===== config.mk =====
export PLATFORM = sky130hd
export DESIGN_NAME = branch_resolve_unit
export DESIGN_NICKNAME = d
export VERILOG_FILES = /design/src/rtl/branch_resolve_unit_pkg.sv /design/src/rtl/branch_track_fifo.sv /design/src/rtl/branch_resolve_unit.sv
export SDC_FILE = /design/constraint.sdc
export NUM_CORES = 1
export LEC_CHECK = 0
export CELL_PAD_IN_SITES_DETAIL_PLACEMENT = 0
export CELL_PAD_IN_SITES_GLOBAL_PLACEMENT = 1
export CORE_AREA = 8 8 171 206
export DETAILED_ROUTE_END_ITERATION = 6
export DIE_AREA = 0 0 179 214
export GPL_ROUTABILITY_DRIVEN = 0
export PLACE_DENSITY_LB_ADDON = 0.1
export SLEW_MARGIN = 10
export SYNTH_ARGS = -nofsm -noshare
export SYNTH_HDL_FRONTEND = slang
export SYNTH_HIERARCHICAL = 1
export SYNTH_SLANG_ARGS = --single-unit

===== constraint.sdc =====
create_clock -name clk -period 7.6 [get_ports clk]
set_input_delay 1.9 -clock clk [delete_from_list [all_inputs] [get_ports clk]]
set_output_delay 1.9 -clock clk [all_outputs]
set_load 0.1 [all_outputs]

===== src/rtl/branch_resolve_unit_pkg.sv =====
// Shared types for the branch resolution path: tracked-branch entry layout
// and the resolve-unit state encoding.
package branch_resolve_unit_pkg;

   localparam int BRU_ADDR_W = 16;

   typedef struct packed {
      logic [BRU_ADDR_W-1:0] pc;
      logic                  taken;
      logic [BRU_ADDR_W-1:0] target;
   } branch_entry_t;

   typedef enum logic {
      ST_RUN     = 1'b0,
      ST_RECOVER = 1'b1
   } bru_state_e;

   // Actual outcome disagrees with the prediction; a target is only
   // meaningful when the branch was actually taken.
   function automatic logic is_mispredict(input branch_entry_t entry,
                                          input logic res_taken,
                                          input logic [BRU_ADDR_W-1:0] res_target);
      return (res_taken != entry.taken) ||
             (res_taken && (res_target != entry.target));
   endfunction

endpackage


===== src/rtl/branch_track_fifo.sv =====
// In-order tracking queue for outstanding predicted branches.
// Head data is read combinationally; clear empties the queue in one cycle.
module branch_track_fifo #(
   parameter int WIDTH = 33,
   parameter int DEPTH = 8
) (
   input  logic             clk,
   input  logic             reset,
   input  logic             push,
   input  logic             pop,
   input  logic             clear,
   input  logic [WIDTH-1:0] wdata,
   output logic [WIDTH-1:0] rdata,
   output logic             full,
   output logic             empty
);

   localparam int PTR_W = (DEPTH > 1) ? $clog2(DEPTH) : 1;
   localparam logic [PTR_W-1:0] PTR_ONE  = PTR_W'(1);
   localparam logic [PTR_W:0]   CNT_ONE  = (PTR_W+1)'(1);
   localparam logic [PTR_W:0]   CNT_FULL = (PTR_W+1)'(DEPTH);

   logic [WIDTH-1:0] mem [DEPTH];
   logic [PTR_W-1:0] head;
   logic [PTR_W-1:0] tail;
   logic [PTR_W:0]   count;

   assign rdata = mem[head];
   assign full  = (count == CNT_FULL);
   assign empty = (count == '0);

   // Entry storage; contents are don't-care until written, so no reset.
   always_ff @(posedge clk) begin
      if (push) begin
         mem[tail] <= wdata;
      end
   end

   // Pointer and occupancy tracking; clear takes priority over push/pop.
   always_ff @(posedge clk or posedge reset) begin
      if (reset) begin
         head  <= '0;
         tail  <= '0;
         count <= '0;
      end else if (clear) begin
         head  <= '0;
         tail  <= '0;
         count <= '0;
      end else begin
         if (push) begin
            tail <= tail + PTR_ONE;
         end
         if (pop) begin
            head <= head + PTR_ONE;
         end
         case ({push, pop})
            2'b10:   count <= count + CNT_ONE;
            2'b01:   count <= count - CNT_ONE;
            default: count <= count;
         endcase
      end
   end

endmodule


===== src/rtl/branch_resolve_unit.sv =====
// Branch resolve unit: matches in-order resolutions against tracked
// predictions, emits the BTB/predictor update and, on a mispredict, a
// redirect + flush followed by a short hold-off window.
//
// state      | meaning
// -----------+----------------------------------------------------------
// ST_RUN     | normal push/resolve handshaking
// ST_RECOVER | post-mispredict hold-off; both readies low, rec_cnt counts down
//
// The entry layout comes from the package, so ADDR_W must equal BRU_ADDR_W.
module branch_resolve_unit
   import branch_resolve_unit_pkg::*;
#(
   parameter int ADDR_W         = BRU_ADDR_W,
   parameter int DEPTH          = 8,
   parameter int RECOVER_CYCLES = 2
) (
   input  logic              clk,
   input  logic              reset,
   input  logic              pred_valid,
   output logic              pred_ready,
   input  logic [ADDR_W-1:0] pred_pc,
   input  logic              pred_taken,
   input  logic [ADDR_W-1:0] pred_target,
   input  logic              res_valid,
   output logic              res_ready,
   input  logic              res_taken,
   input  logic [ADDR_W-1:0] res_target,
   output logic              upd_valid,
   output logic [ADDR_W-1:0] upd_bia,
   output logic [ADDR_W-1:0] upd_bta,
   output logic              upd_taken,
   output logic              redirect_valid,
   output logic [ADDR_W-1:0] redirect_pc,
   output logic              flush,
   output logic [15:0]       mispredict_count
);

   localparam int ENTRY_W = $bits(branch_entry_t);
   localparam int REC_W   = (RECOVER_CYCLES > 1) ? $clog2(RECOVER_CYCLES + 1) : 1;
   localparam logic [REC_W-1:0]  REC_LOAD = REC_W'(RECOVER_CYCLES);
   localparam logic [REC_W-1:0]  REC_ONE  = REC_W'(1);
   localparam logic [ADDR_W-1:0] PC_ONE   = ADDR_W'(1);

   bru_state_e       state;
   logic [REC_W-1:0] rec_cnt;

   branch_entry_t    push_entry;
   branch_entry_t    head_entry;
   logic [ENTRY_W-1:0] head_raw;
   logic             q_full;
   logic             q_empty;
   logic             pop_fire;
   logic             push_fire;
   logic             mispredict;

   assign pred_ready = !q_full  && (state == ST_RUN);
   assign res_ready  = !q_empty && (state == ST_RUN);

   assign pop_fire   = res_valid && res_ready;
   assign head_entry = branch_entry_t'(head_raw);
   assign mispredict = pop_fire && is_mispredict(head_entry, res_taken, res_target);
   // A mispredict squashes everything younger, including a same-cycle push.
   assign push_fire  = pred_valid && pred_ready && !mispredict;

   assign push_entry.pc     = pred_pc;
   assign push_entry.taken  = pred_taken;
   assign push_entry.target = pred_target;

   branch_track_fifo #(
      .WIDTH (ENTRY_W),
      .DEPTH (DEPTH)
   ) u_track_fifo (
      .clk   (clk),
      .reset (reset),
      .push  (push_fire),
      .pop   (pop_fire && !mispredict),
      .clear (mispredict),
      .wdata (push_entry),
      .rdata (head_raw),
      .full  (q_full),
      .empty (q_empty)
   );

   // Recovery FSM plus all registered update/redirect outputs.
   always_ff @(posedge clk or posedge reset) begin
      if (reset) begin
         state            <= ST_RUN;
         rec_cnt          <= '0;
         upd_valid        <= 1'b0;
         upd_bia          <= '0;
         upd_bta          <= '0;
         upd_taken        <= 1'b0;
         redirect_valid   <= 1'b0;
         redirect_pc      <= '0;
         flush            <= 1'b0;
         mispredict_count <= '0;
      end else begin
         upd_valid      <= pop_fire;
         redirect_valid <= mispredict;
         flush          <= mispredict;

         if (pop_fire) begin
            upd_bia   <= head_entry.pc;
            upd_bta   <= res_target;
            upd_taken <= res_taken;
         end

         if (mispredict) begin
            redirect_pc <= res_taken ? res_target : (head_entry.pc + PC_ONE);
            if (mispredict_count != 16'hFFFF) begin
               mispredict_count <= mispredict_count + 16'd1;
            end
         end

         case (state)
            ST_RUN: begin
               if (mispredict && (RECOVER_CYCLES > 0)) begin
                  state   <= ST_RECOVER;
                  rec_cnt <= REC_LOAD;
               end
            end
            ST_RECOVER: begin
               // Terminal count at 1: the final held-off cycle ends here.
               if (rec_cnt <= REC_ONE) begin
                  state   <= ST_RUN;
                  rec_cnt <= '0;
               end else begin
                  rec_cnt <= rec_cnt - REC_ONE;
               end
            end
            default: begin
               state   <= ST_RUN;
               rec_cnt <= '0;
            end
         endcase
      end
   end

endmodule

Word-level counts from Yosys, hierarchy flattened
Memory sizes are Yosys's and may differ from the RTL's. Index checks and enable logic that the tools add are counted.

Bits in registers: 80. RAM bits: 264. Input bits: 54. Logic and storage cells: 61. Memories kept: 1.

Memories: u_track_fifo.mem (depth 8, bits a word 33, read ports 1, clocked after memory_dff 0, write ports 1, line branch_track_fifo.sv:23) `logic [WIDTH-1:0] mem [DEPTH];`.

$add $sub $neg: 7. Order comparisons: 1. Equal/unequal tests: 7. Mux-type cells: 15. Bitwise gates (word level): 1. Reductions and logical operators: 17.

Operators by type and width (count): $add 16x1->16 const B (2); $mux 16 (1); $ne 16x16->1 (1); $ne 16x16->1 const B (1); $mux 3 (4); $logic_and 1x1->1 (8); $pmux 4 s2 (1); $add 3x1->3 const B (2); $add 4x1->4 const B (1); $eq 4x4->1 const B (1); $logic_not 4->1 (1); $mux 1 (4); $mux 2 (2); $mux 4 (1); $pmux 2 s2 (1); $reduce_bool 2->1 (2); $sub 4x1->4 const B (1); $logic_not 1->1 (3); $reduce_bool 3->1 (1); $eq 2x1->1 const B (1); $eq 2x2->1 const B (1); $le 2x1->1 const B (1); $ne 2x2->1 const B (1); $pmux 1 s2 (1); 5 further kinds (5).

Depth between registers and ports, before layout
Depth after elaboration: 10. Mapped depth: 19. Mapped depth without buffers: 14.

Modules after synthesis
Netlist, hierarchy kept.

By module, submodules not included: branch_track_fifo (times used 1, cells each 456, area an instance 10719.0 sq um, sequential area each 8177.8 sq um); branch_resolve_unit (times used 1, cells each 298, area an instance 3429.5 sq um, sequential area each 1751.7 sq um).

Least setup slack after synthesis
Ideal clock, no wire load.

Path type: input to register. Start point: in res_target[9]. End point: mem u_track_fifo.mem[0][0] (enable). Arrival: 5.966 ns. Data required time: 7.136 ns. Setup slack: 1.170 ns. Stages: 10. Cell sequence: xor2_1 -> nor4_1 -> nand3_1 -> nor4_4 -> nor2_2 -> buf_6 -> nor2_1 -> buf_1 -> nand2b_1 -> nor3_1.

Cells in the longest elaborated chain, start to end: 8.

Ends and longest elaborated chain: from (decl) (line branch_resolve_unit.sv:28) `input logic [ADDR_W-1:0] res_target,`; $ne 16x16->1 (line branch_resolve_unit_pkg.sv:24) `(res_taken && (res_target != entry.target));`; $logic_and 1x1->1 (line branch_resolve_unit_pkg.sv:24); $logic_or 1x1->1 (line branch_resolve_unit_pkg.sv:23) `return (res_taken != entry.taken) ||`; $logic_and 1x1->1 (line branch_resolve_unit.sv:62) `assign mispredict = pop_fire && is_mispredict(head_entry, res_taken, res_target);`; via mispredict (line branch_resolve_unit.sv:55) `logic mispredict;`; $logic_not 1->1 (line branch_resolve_unit.sv:64) `assign push_fire = pred_valid && pred_ready && !mispredict;`; $logic_and 1x1->1 (line branch_resolve_unit.sv:64); via push_fire (line branch_resolve_unit.sv:54) `logic push_fire;`; $mux 1 (line branch_track_fifo.sv:34) `if (push) begin`; $mux 1 (not written as such) (line branch_track_fifo.sv:35) `mem[tail] <= wdata;`; to (decl) (line branch_track_fifo.sv:23).

The timed path passes the listed nets, and every way through them passes these cells.

Worst setup path in the final report
Start point: in res_target[0]. End point: mem u_track_fifo.mem[4][4] (enable).

Cells in the longest elaborated chain, start to end: 8.

Ends and longest elaborated chain (line): $ne 16x16->1 (branch_resolve_unit_pkg.sv:24); $logic_and 1x1->1 (branch_resolve_unit_pkg.sv:24); $logic_or 1x1->1 (branch_resolve_unit_pkg.sv:23); $logic_and 1x1->1 (branch_resolve_unit.sv:62); $logic_not 1->1 (branch_resolve_unit.sv:64); $logic_and 1x1->1 (branch_resolve_unit.sv:64); via push_fire (branch_resolve_unit.sv:54); $mux 1 (branch_track_fifo.sv:34); $mux 1 (not written as such) (branch_track_fifo.sv:35).

The timed path passes the listed nets, and every way through them passes these cells.

==> metrics.md <==
| Metric | Value |
|---|---|
| Hold Vio Cnt, Final | `0` |
| Layout Area Growth over Synthesis | `20.9%` |
| Syn Nets | `814` |
| Nature of the critical path endpoint | `flip-flop` |
| CTS Root Cell | `clkbuf_16` |
| Grt ovf | `0` |
| H-tree depth | `2` |
| Syn Inst Count | `754` |
| Register Area | `9940 sq um` |
| Hold-fix buffers at CTS | `0` |
| Vias in the first global route | `7983` |
| RSZ-0062 raised after global routing | `no` |
| Die width | `179 um` |
| Pwr/cell area | `426 nW/um^2` |
| Netlist cell types | `47` |
| ANT nets after route | `0` |
| Post-Syn Area | `14100 sq um` |
| Async S/R FF share, synth | `0.233` |
| Drc violations | `0` |
| EDFF count, synth | `264` |
| Clock skew | `0.0284 ns` |
| Total GRT Usage | `0.176` |
| Rel. slew slack | `0.267` |
| Startpoint types | `input pin` |
| Clock sink count | `344` |
| Worst path cell trace | `clkdlybuf4s50_1, xor2_1, nor4_1, nand3_1, nor4_4, buf_4, nor2_2, nor2_1, buf_4, nand2_1, nor3_2, buf_12` |
| DRT iter0 DRCs | `415` |
| Clock-pin transition on the worst setup and hold timing paths | `0.06 ns` |
| HP Class | `flip-flop to flip-flop` |
| Nets | `958` |
| Antenna cell count | `0` |
| Commonest non-fill, non-tap cell in the layout | `edfxtp_1` |
| Resize count post-CTS | `0` |
| Most frequent cells in the layout | `edfxtp_1 (264), clkdlybuf4s50_1 (123), dfrtp_1 (77)` |
| Critical Path RT | `7.80 ns` |
| Mux cell area share after synthesis | `0.184` |
| LEAKAGE | `5.91 nW` |
| Row count | `72` |
| Placed cells | `1267` |
| Crit path largest cell delay | `0.89 ns` |
| I/O pin cnt | `124` |
| CP most frequent cell | `buf_4` |
| Filler cells | `2491` |
| Die ar. | `38300 sq um` |
| Max Freq | `182 MHz` |
| Post-synth top flop | `edfxtp_1` |
| Synth Area in Compound Gates | `0.0115` |
| Final Max Slew Viols | `0` |
| Area share of xor/xnor cells in the synthesized design | `0.0328` |
| Mean Syn Cell Area | `18.8 sq um` |
| Count of final setup violators | `0` |
| Placeable Area | `31800 sq um` |
| Number of iterations in the first detailed-routing pass | `5` |
| Multi-input logic area | `4000 sq um` |
| Seq/Total Area, Yosys | `0.702` |
| Critical setup path kind | `input pin to flip-flop` |
| Via Count | `7287` |
| Non-Filler Instances | `1332` |
| Synth Area in Adders | `0.00531` |
| Worst path slowest cell | `nor3_2` |
| Later-pin clock latency in the skew report | `0.53 ns` |
| Fin Setup TNS | `0 ns` |
| WP data arrival | `5.70 ns` |
| Buffers & Inverters on Critical Path | `4` |
| Fin crit period | `5.51 ns` |
| Drt via density | `5.47` |
| CP max FO | `25` |
| Post-DP HPWL | `22.1 mm` |
| Seq cells post-synth | `344` |
| Share of cells above drive strength 1 | `0.246` |
| WL/cell | `24.9 um` |
| Fin crit share | `0.724` |
| Initial Utilization | `0.445` |
| Max-cap viol count | `0` |
| Total CTS buffers | `36` |
| Port bufs | `123` |
| Delay-heaviest family, CP | `simple AND/OR/NAND/NOR gates` |
| First-pass GRT wire length | `50.5 mm` |
| CTS tree | `yes` |
| Initial antenna violation count | `0` |
| Status | `finished, final reports clean` |
| Buffer depth of the longest clock path | `3` |
| Synth warn | `6` |
| Overall power | `7.29 mW` |
| Pin count of the biggest net entering global routing | `71` |
| Final WL | `33.2 mm` |
| VDD IR max | `445 uV` |
| Worst Tran Pin Value | `1.09 ns` |
| Post-CTS Setup Repair Bufs | `0` |
| Main combinational cell family by area after synthesis | `multiplexers` |
| Synth Area in Simple Gates | `0.0450` |
| Die height | `214 um` |
==> where the power goes <==
group | total (mW) | internal [mW] | switching [mW]
Clock | 1.80 | 1.08 | 0.716
Sequential | 2.58 | 2.36 | 0.228
Combinational | 2.91 | 0.957 | 1.95
==> layout make-up <==
class                           instances  area share
Sequential cell                       344       0.581
Multi-Input combinational cell        366       0.234
Timing Repair Buffer                  142      0.0811
Clock buffer                           45      0.0589
Tap cell                              407      0.0298
Clock inverter                         20      0.0132
Inverter                                8     0.00183
==> path summary, 6_finish.rpt <==
kind | startpoint | endpoint | slack (ns) | cells after the start
setup / recovery | res_target[0] | u_track_fifo/mem[4][4] | 2.09 | 12
hold / removal | rec_cnt[0] | rec_cnt[0] | 0.48 | 1
setup reg to reg | u_track_fifo/head[0] | u_track_fifo/mem[4][4] | 2.16 | 13
hold reg to reg | rec_cnt[0] | rec_cnt[0] | 0.48 | 1
max in group asynchronous | reset | mispredict_count[15] | 4.87 | 3
min in group asynchronous | reset | u_track_fifo/tail[1] | 1.72 | 2
==> worst register-to-register path: stages, from the launching register on <==
cell	delay [ns]
dfrtp_4	0.93
mux4_2	0.68
mux2_4	0.28
xor2_1	0.14
nor4_1	0.51
nand3_1	0.22
nor4_4	0.23
buf_4	0.28
nor2_2	0.06
nor2_1	0.12
buf_4	0.21
nand2_1	0.24
nor3_2	0.89
buf_12	0.31
==> stage by stage <==
step / instance area [sq um] / hold slack, ns / util / setup slack [ns]
6_report: 17100 / 0.475 / 0.538 / 2.09
5_1_grt: 17100 / 0.522 / 0.538 / 1.80
4_1_cts: 17100 / 0.471 / 0.538 / 2.03
3_5_place_dp: 15900 / 0.462 / 0.499 / 1.52
3_3_place_gp: 15900 / 0.456 / 0.499 / 1.57
2_1_floorplan: 14100 / 0.439 / - / 1.17
==> kinds of logic (layout without fill, tap and decap cells) <==
kind of cell | count (synthesis) | in the layout
buffers and inverters | 44 | 215
adders and majority gates | 6 | 6
DFF | 344 | 344
xor gates and xnor gates | 53 | 53
and+or+nand+nor | 126 | 126
muxes | 152 | 152
AOI/OAI and AO/OA | 29 | 29
==> metal layers <==
layer | track usage | vias up | wire [um]
met4 | 0.0464 | 0 | 706
met3 | 0.0326 | 44 | 1640
met5 | 0 | - | 0
met1 | 0.224 | 3798 | 13700
met2 | 0.303 | 194 | 17100
li1 | - | 3251 | -
==> Yosys cell counts (2+ instances only) <==
| master | n | area share |
|---|---|---|
| buf_12 | 4 | 0.0057 |
| nor2_1 | 28 | 0.0074 |
| mux2i_1 | 3 | 0.0021 |
| nor3b_1 | 2 | 0.0011 |
| inv_1 | 8 | 0.0021 |
| nor4b_1 | 2 | 0.0012 |
| and2_1 | 4 | 0.0018 |
| o21ai_0 | 20 | 0.0071 |
| xnor2_1 | 11 | 0.0068 |
| nor2b_1 | 3 | 0.0013 |
| xor2_1 | 42 | 0.026 |
| buf_1 | 4 | 0.0011 |
| nand4_1 | 10 | 0.0044 |
| clkbuf_4 | 2 | 0.0011 |
| nand2b_1 | 4 | 0.0018 |
| mux2_4 | 31 | 0.033 |
| clkbuf_1 | 15 | 0.0040 |
| buf_4 | 3 | 0.0016 |
| nor3_1 | 10 | 0.0035 |
| nand2_1 | 32 | 0.0085 |
| buf_2 | 6 | 0.0021 |
| edfxtp_1 | 264 | 0.56 |
| nor4_1 | 9 | 0.0040 |
| dfrtp_1 | 80 | 0.14 |
| mux4_2 | 55 | 0.088 |
| mux2_2 | 51 | 0.041 |
| buf_6 | 2 | 0.0016 |
| ha_1 | 6 | 0.0053 |
| mux4_1 | 11 | 0.020 |
| nand3_1 | 15 | 0.0053 |
==> sequential cells by signal, indices dropped and copies added (netlist names), 2 cells and up <==
| register | flops |
|---|---|
| mispredict_count | 16 |
| rec_cnt | 2 |
| u_track_fifo/mem | 264 |
| u_track_fifo/count | 4 |
| u_track_fifo/tail | 3 |
| upd_bia | 16 |
| u_track_fifo/head | 3 |
| redirect_pc | 16 |
| upd_bta | 16 |
Note: power is estimated with default switching activity, not from simulation.
